--- config.mk ---
export PLATFORM = sky130hd
export DESIGN_NAME = data_bus_uart_tx
export DESIGN_NICKNAME = d
export VERILOG_FILES = /design/src/rtl/data_bus_uart_tx.sv
export SDC_FILE = /design/constraint.sdc
export NUM_CORES = 1
export LEC_CHECK = 0
export CORE_ASPECT_RATIO = 0.8
export CORE_UTILIZATION = 50
export DETAILED_ROUTE_END_ITERATION = 10
export DONT_BUFFER_PORTS = 1
export PLACE_DENSITY = 0.68
export RECOVER_POWER = 100
export SETUP_SLACK_MARGIN = 0.2
export SLEW_MARGIN = 20
export SYNTH_ARGS = -nofsm -noshare
export SYNTH_HDL_FRONTEND = slang
export SYNTH_SLANG_ARGS = --single-unit
export TNS_END_PERCENT = 10
--- constraint.sdc ---
create_clock -name clock -period 4.1 [get_ports clock]
set_clock_uncertainty 0.2 [all_clocks]
set_input_delay 1.23 -clock clock [delete_from_list [all_inputs] [get_ports clock]]
set_output_delay 1.23 -clock clock [all_outputs]
set_load 0.02 [all_outputs]
--- src/rtl/data_bus_uart_tx.sv ---
// data_bus_uart_tx: data-bus mapped 8N1 UART transmitter with a small byte FIFO; UART_TX_IRQ_EN adds irq and IRQ_ENABLE at 0xC
module data_bus_uart_tx #(
    parameter logic [31:0] BASE_ADDRESS = 32'h8000_1000,
    parameter int FIFO_DEPTH = 4,
    parameter int RESET_DIVISOR = 16
) (
    input  logic        clock,
    input  logic        reset,
    input  logic [31:0] address,
    input  logic [31:0] write_data,
    input  logic [3:0]  byte_enable,
    input  logic        read_enable,
    input  logic        write_enable,
    output logic [31:0] read_data,
`ifdef UART_TX_IRQ_EN
    output logic        irq,
`endif
    output logic        tx
);
    localparam int AW = $clog2(FIFO_DEPTH);
    localparam logic [4:0] DEPTH = 5'(FIFO_DEPTH);
    localparam logic [15:0] RST_DIV = 16'(RESET_DIVISOR);

    typedef enum logic [1:0] {IDLE, START, DATA, STOP} state_t;

    state_t state, state_next;
    logic [7:0] mem [FIFO_DEPTH];
    logic [AW-1:0] rd_ptr, wr_ptr;
    logic [4:0] count;
    logic overflow;
    logic [15:0] divisor, frame_div, cnt, div_wr;
    logic [7:0] shift, shift_next;
    logic [2:0] bit_idx;
    logic [1:0] offset;
    logic [31:0] status, reg_c;
    logic hit, wr_hit, full, empty, push, pop, accept, ovf_set, ovf_clr, bit_end, tx_next;
    logic unused;

    assign unused = ^{address[1:0], write_data[31:16], byte_enable[3:2]};

    assign hit = address[31:4] == BASE_ADDRESS[31:4];
    assign offset = address[3:2];
    assign wr_hit = write_enable && hit;
    assign full = count == DEPTH;
    assign empty = count == 5'd0;
    assign push = wr_hit && offset == 2'd0 && byte_enable[0];
    assign accept = push && (!full || pop);
    assign ovf_set = push && full && !pop;
    assign ovf_clr = wr_hit && offset == 2'd1 && byte_enable[0] && write_data[3];
    assign bit_end = cnt == 16'd0;
    assign div_wr = {byte_enable[1] ? write_data[15:8] : divisor[15:8],
                     byte_enable[0] ? write_data[7:0] : divisor[7:0]};
    assign status = {19'b0, count, 4'b0, overflow, state != IDLE, empty, full};
    assign read_data = !(read_enable && hit) ? 32'b0 :
                       offset == 2'd1 ? status :
                       offset == 2'd2 ? {16'b0, divisor} :
                       offset == 2'd3 ? reg_c : 32'b0;

    // next state; the head byte is popped on entry to START
    always_comb begin
        state_next = state;
        pop = 1'b0;
        case (state)
            IDLE: if (!empty) begin pop = 1'b1; state_next = START; end
            START: if (bit_end) state_next = DATA;
            DATA: if (bit_end && bit_idx == 3'd7) state_next = STOP;
            default: if (bit_end) begin pop = !empty; state_next = empty ? IDLE : START; end
        endcase
    end

    assign shift_next = pop ? mem[rd_ptr] : (state == DATA && bit_end) ? shift >> 1 : shift;
    assign tx_next = state_next == START ? 1'b0 : state_next == DATA ? shift_next[0] : 1'b1;

    // state register
    always_ff @(posedge clock) begin
        if (reset) state <= IDLE;
        else state <= state_next;
    end

    // FIFO storage needs no reset: the pointers and count define validity
    always_ff @(posedge clock) begin
        if (accept) mem[wr_ptr] <= write_data[7:0];
    end

    // FIFO pointers, occupancy and sticky overflow (a set wins over a clear)
    always_ff @(posedge clock) begin
        if (reset) begin
            rd_ptr <= '0;
            wr_ptr <= '0;
            count <= '0;
            overflow <= 1'b0;
        end else begin
            rd_ptr <= pop ? rd_ptr + AW'(1) : rd_ptr;
            wr_ptr <= accept ? wr_ptr + AW'(1) : wr_ptr;
            count <= count + {4'b0, accept} - {4'b0, pop};
            overflow <= ovf_set ? 1'b1 : ovf_clr ? 1'b0 : overflow;
        end
    end

    // DIVISOR register; zero would stall the bit timer so it is stored as 1
    always_ff @(posedge clock) begin
        if (reset) divisor <= RST_DIV;
        else if (wr_hit && offset == 2'd2) divisor <= div_wr == 16'd0 ? 16'd1 : div_wr;
    end

    // bit timer, bit index, shifter and registered line; frame_div freezes the width per frame
    always_ff @(posedge clock) begin
        if (reset) begin
            frame_div <= RST_DIV;
            cnt <= '0;
            bit_idx <= '0;
            shift <= '0;
            tx <= 1'b1;
        end else begin
            frame_div <= pop ? divisor : frame_div;
            cnt <= pop ? divisor - 16'd1 : state == IDLE ? cnt : bit_end ? frame_div - 16'd1 : cnt - 16'd1;
            bit_idx <= state == START ? 3'd0 : (state == DATA && bit_end) ? bit_idx + 3'd1 : bit_idx;
            shift <= shift_next;
            tx <= tx_next;
        end
    end

`ifdef UART_TX_IRQ_EN
    logic irq_en;

    // irq flags a drained, idle transmitter one cycle after the fact
    always_ff @(posedge clock) begin
        if (reset) begin
            irq_en <= 1'b0;
            irq <= 1'b0;
        end else begin
            irq_en <= (wr_hit && offset == 2'd3 && byte_enable[0]) ? write_data[0] : irq_en;
            irq <= irq_en && empty && state == IDLE;
        end
    end

    assign reg_c = {31'b0, irq_en};
`else
    assign reg_c = 32'b0;
`endif
endmodule

# ---- Word level (Yosys, flattened, before mapping)
# Memories as Yosys holds them, arrays and structs flattened. A register that Yosys moved wholly into a read port is not among the register bits.
# Index checks and enable logic that the tools add are counted.
dict set report classes {
  muxes 28
  n_eq_ne 10
  add_sub_neg 8
  n_reduce_logical 27
}
# operator n
set op_table {}
lappend op_table {{$mux W16} 7}
lappend op_table {{$sub A16 B1 Y16 const B} 3}
lappend op_table {{$logic_not A16 Y1} 2}
lappend op_table {{$mux W8} 4}
lappend op_table {{$eq A28 B28 Y1 const B} 1}
lappend op_table {{$logic_and A1 B1 Y1} 13}
lappend op_table {{$mux W2} 6}
lappend op_table {{$mux W1} 9}
lappend op_table {{$eq A2 B1 Y1 const B} 3}
lappend op_table {{$eq A2 B2 Y1 const B} 3}
lappend op_table {{$pmux W2 S3} 1}
lappend op_table {{$reduce_bool A2 Y1} 3}
lappend op_table {{$add A5 B1 Y5} 1}
lappend op_table {{$eq A5 B3 Y1 const B} 1}
lappend op_table {{$logic_not A5 Y1} 1}
lappend op_table {{$sub A5 B1 Y5} 1}
lappend op_table {{$add A2 B1 Y2 const B} 2}
lappend op_table {{$logic_not A2 Y1} 2}
lappend op_table {{$reduce_or A2 Y1} 2}
lappend op_table {{$add A3 B1 Y3 const B} 1}
lappend op_table {{$eq A3 B3 Y1 const B} 1}
lappend op_table {{$logic_not A1 Y1} 3}
lappend op_table {{$ne A2 B2 Y1 const B} 1}
lappend op_table {{$pmux W1 S2} 1}
lappend op_table {{$logic_or A1 B1 Y1} 1}
dict set report word_totals {
  output_inout_bits 33
  mem_count 1
  elab_cells 86
  ram_bits 32
  inputBits 72
  reg_bits 72
}
# name words width rd rd_clocked_by_memory_dff write_ports line_no
set mem_list {}
lappend mem_list {mem 4 8 1 1 1 27} ;# logic [7:0] mem [FIFO_DEPTH];

# ---- Logic depth before layout (Yosys ltp)
dict set report logic_depth {
  depth_word 8
  ltp_mapped 19
  depth_no_buf 16
}

# ---- Worst setup path after synthesis
# OpenSTA, ideal clock, no wires.
dict set report synth_path {
  path_kind {in2reg}
  startpoint {in address[6]}
  endpoint {reg count[4]}
  required_time_ns 3.830
  path_slack_ns -0.328
  stages 15
  setup_ns 0.070
  path_buffers 1
  t_arrival_ns 4.158
  path_cell_list {nor4_1 nand4_1 nor3_1 nor3b_1 and3b_1 clkbuf_1 inv_1 ha_1 inv_1 ha_1 fa_1 a21oi_1 nor2_1 or3_1 a21oi_1}
}
dict set report synth_between {
  elab_chain_cells 7
}
# item line_no
set synth_rtl {}
lappend synth_rtl {{start, declared} 9} ;# input logic [31:0] address,
lappend synth_rtl {{$eq A28 B28 Y1} 41} ;# assign hit = address[31:4] == BASE_ADDRESS[31:4];
lappend synth_rtl {{$logic_and A1 B1 Y1} 43} ;# assign wr_hit = write_enable && hit;
lappend synth_rtl {{$logic_and A1 B1 Y1 (2 in a row)} 46} ;# assign push = wr_hit && offset == 2'd0 && byte_enable[0];
lappend synth_rtl {{$logic_and A1 B1 Y1} 47} ;# assign accept = push && (!full || pop);
lappend synth_rtl {{$add A5 B1 Y5} 95} ;# count <= count + {4'b0, accept} - {4'b0, pop};
lappend synth_rtl {{$sub A5 B1 Y5} 95}
lappend synth_rtl {{end signal, assigned} 95}
lappend synth_rtl {{end, declared} 29} ;# logic [4:0] count;
# No other way between the ends.
# A chain may end at the register's enable or synchronous reset.

# ---- Worst setup path after layout
dict set report layout_path {
  startpoint {in address[20]}
  endpoint {out read_data[13]}
}
dict set report layout_between {
  elab_chain_cells 3
}
# item line_no
set layout_rtl {}
lappend layout_rtl {{$eq A28 B28 Y1} 41}
lappend layout_rtl {{$logic_and A1 B1 Y1} 54} ;# assign read_data = !(read_enable && hit) ? 32'b0 :
lappend layout_rtl {{$mux W16} 54}
lappend layout_rtl {{end, declared} 14} ;# output logic [31:0] read_data,
# No other way between the ends.

==> results.toml <==
[status]
status = "complete, no violations"

[power]
leakage_nw = 2.13
comb_power_share = 0.431
ir_worst_vdd_mv = 0.394
power.internal_mw = 2.68
clockPowerShare = 0.245
p_per_area_nw_per_um2 = 720
switching_share = 0.382
p_sw_mw = 1.66
seqPwrFrac = 0.324

[grt]
use_met1 = 0.322
met3_usage = 0.0467
grt_first_pass_wirelength_um = 21500
grt_pass1_vias = 4208
grt.busiest_layer = "met2"
grt_max_degree = 74
grt_antenna_before_repair = 0
grt_use_met2 = 0.418
gr-usage-all-layers = 0.246
overflow = 0

[placed_design]
dpl-instance-area_um2 = 5630
dp_hpwl_um = 9440
gp_congestion = 0.817
portBuffers = 0

[route]
postRouteAntennaNets = 0
wl_per_cell_um = 18.4
routed_wl_um = 13600
drt_first_pass_iters = 5
num_vias = 4579
remaining_drc_errors = 0
drt-initial-drc-count = 331
via_per_inst = 6.18

[clocking]
htree_levels = 3
cts-root-buf = "clkbuf_16"
clk_latency_ns = 0.34
clk_pin_slew_ns = 0.07
clockBufferDepth = 2
tritoncts = "yes"
cts.sinks = 106
cts_buffers = 9

[timing]
setup_violations = 0
rsz0062_at_grt = "yes"
relSlewSlack = 0.371
hold_viol_final = 0
slew_viol_final = 0
fin_crit_sh = 0.972
post-route-min-period_ns = 3.98
clock.fmax_mhz = 251
finalSetupTns_ns = 0
worstMarginPinSlew_ns = 0.941

[yosys]
syn_area_per_cell_um2 = 9.32
synth_warnings = 0
synth-edff-count = 32
synth_area_um2 = 5410
yosysSeqAreaShare = 0.452
synth-async-reset-ratio = 0
ys_ff_latch = 106
synth.top_cell.area_share = 0.274
synthDistinctLibCells = 66
yosysMostFrequentCell = "nor2_1"
synth_common_cells = "nor2_1, dfxtp_1, nand2_1"
ys.flop_type = "dfxtp_1"
netlist_instances = 580
synth_area_leaders = "dfxtp_1, edfxtp_1, nor2_1"
yosys.area.top_type = "dfxtp_1"

[floorplanning]
io_pins = 105
core_area_um2 = 10400
die_w_um = 118
start_util = 0.522
num_rows = 33
die_area_um2 = 11200
die_h_um = 95.0

[layout]
syn2layout_area_growth_pct = 11.5
utilization = 0.582
design_area_um2 = 6030
fillers = 901
final_nets = 682
antennaDiodeCount = 0
drive_above_1_share = 0.123

[run]
cap_violations = 0

[worst_setup_path]
cp_max_fo = 7
worstSetupStartpointType = "input port"
end_kind = "primary output"
critical_path_arrival_ns = 2.55
path_class = "in2out"
required_ns = 2.67

[worst_hold_path]
hold_class = "reg2reg"
metal layers:
layer  wire [um]  share of wire
met1        6020           0.44
met2        6300           0.46
met3        1070          0.079
met4         211          0.016
met5           0              0
kinds of logic (layout without fill, tap and decap cells):
kind of cell             Yosys count  after routing  synth area share
flip-flops                       106            106             0.452
XOR/XNOR                          10             10            0.0162
multiplexers                      17             17            0.0502
other                              1             16          0.000693
adder cells (fa/ha/maj)           14             14            0.0338
AO/OA/AOI/OAI                    143            143             0.185
AND/OR/NAND/NOR                  223            224             0.202
buffers and inverters             66             71            0.0602
cell type report:
| type | count | area (um^2) | area share |
|---|---|---|---|
| clock buffers | 9 | 225 | 0.0374 |
| multi-input cells | 424 | 2730 | 0.453 |
| repair buffers | 39 | 249 | 0.0413 |
| flip-flops and latches | 106 | 2440 | 0.405 |
| clock inverters | 7 | 146 | 0.0243 |
| inverters | 16 | 60.1 | 0.00996 |
| well taps | 140 | 175 | 0.0291 |
timing repair:
| action | 4_1_cts | 5_1_grt |
|---|---|---|
| gates resized for setup | 1 | 7 |
| endpoints found under the setup margin | 13 | 22 |
| setup buffers | 0 | 9 |
| hold buffers | 0 | 0 |
| pin swaps | 0 | 4 |
| cloned | 0 | 1 |
state kept, by name, indices dropped and copies added (netlist names), named ones only:
signal     flops
mem           32
cnt           16
divisor       16
frame_div     16
shift          8
count          5
bit_idx        3
rd_ptr         2
state          2
wr_ptr         2
overflow       1
tx             1
critical path, cell delays in order:
cell,delay [ns]
nor4_1,0.28
nand3_1,0.18
nor2_1,0.17
and2_1,0.34
and3_1,0.35
path summary, 6_finish.rpt:
kind / startpoint / to / slack (ns) / cells past startpoint
max: address[20] / read_data[13] / 0.12 / 5
min: frame_div[13]$_SDFFE_PP0P_ / frame_div[13]$_SDFFE_PP0P_ / 0.25 / 2
max reg2reg: count[2]$_SDFF_PP0_ / count[4]$_SDFF_PP0_ / 0.21 / 14
min reg2reg: frame_div[13]$_SDFFE_PP0P_ / frame_div[13]$_SDFFE_PP0P_ / 0.25 / 2
placed cells by master, fill, tap and decap left out, drive strengths merged, types with 8 or more instances in the layout:
master,netlist,routed
a21oi,44,44
nand3,10,10
clkbuf,21,21
nor4,10,10
edfxtp,32,32
nor2,77,77
mux4,8,8
mux2i,8,8
inv,16,18
a22oi,18,18
nand2,56,56
a311oi,18,18
ha,13,13
o21ai,22,22
nor3,17,17
dfxtp,74,74
buf,29,27
or3,9,9
conb,1,16
per-stage QoR:
step                power (mW)  cells  hold WS (ns)  setup slack, ns
detailed placement        3.17    715         0.237          -0.0551
global placement          3.11    715         0.232          -0.0234
global route              4.59    741         0.275           0.0371
CTS                       4.23    731         0.247            0.132
floorplan                 2.75    595         0.232          -0.0680
finish                    4.34    741         0.252            0.117
power by group through the flow:
stage               registers (mW)  clock network [mW]  logic, mW
CTS                           1.40                1.07       1.76
global placement              1.41                   0       1.70
global route                  1.43                1.11       2.05
detailed placement            1.42                   0       1.75
floorplan                     1.35                   0       1.40
finish                        1.41                1.06       1.87
Power figures use the tool's default switching activity.
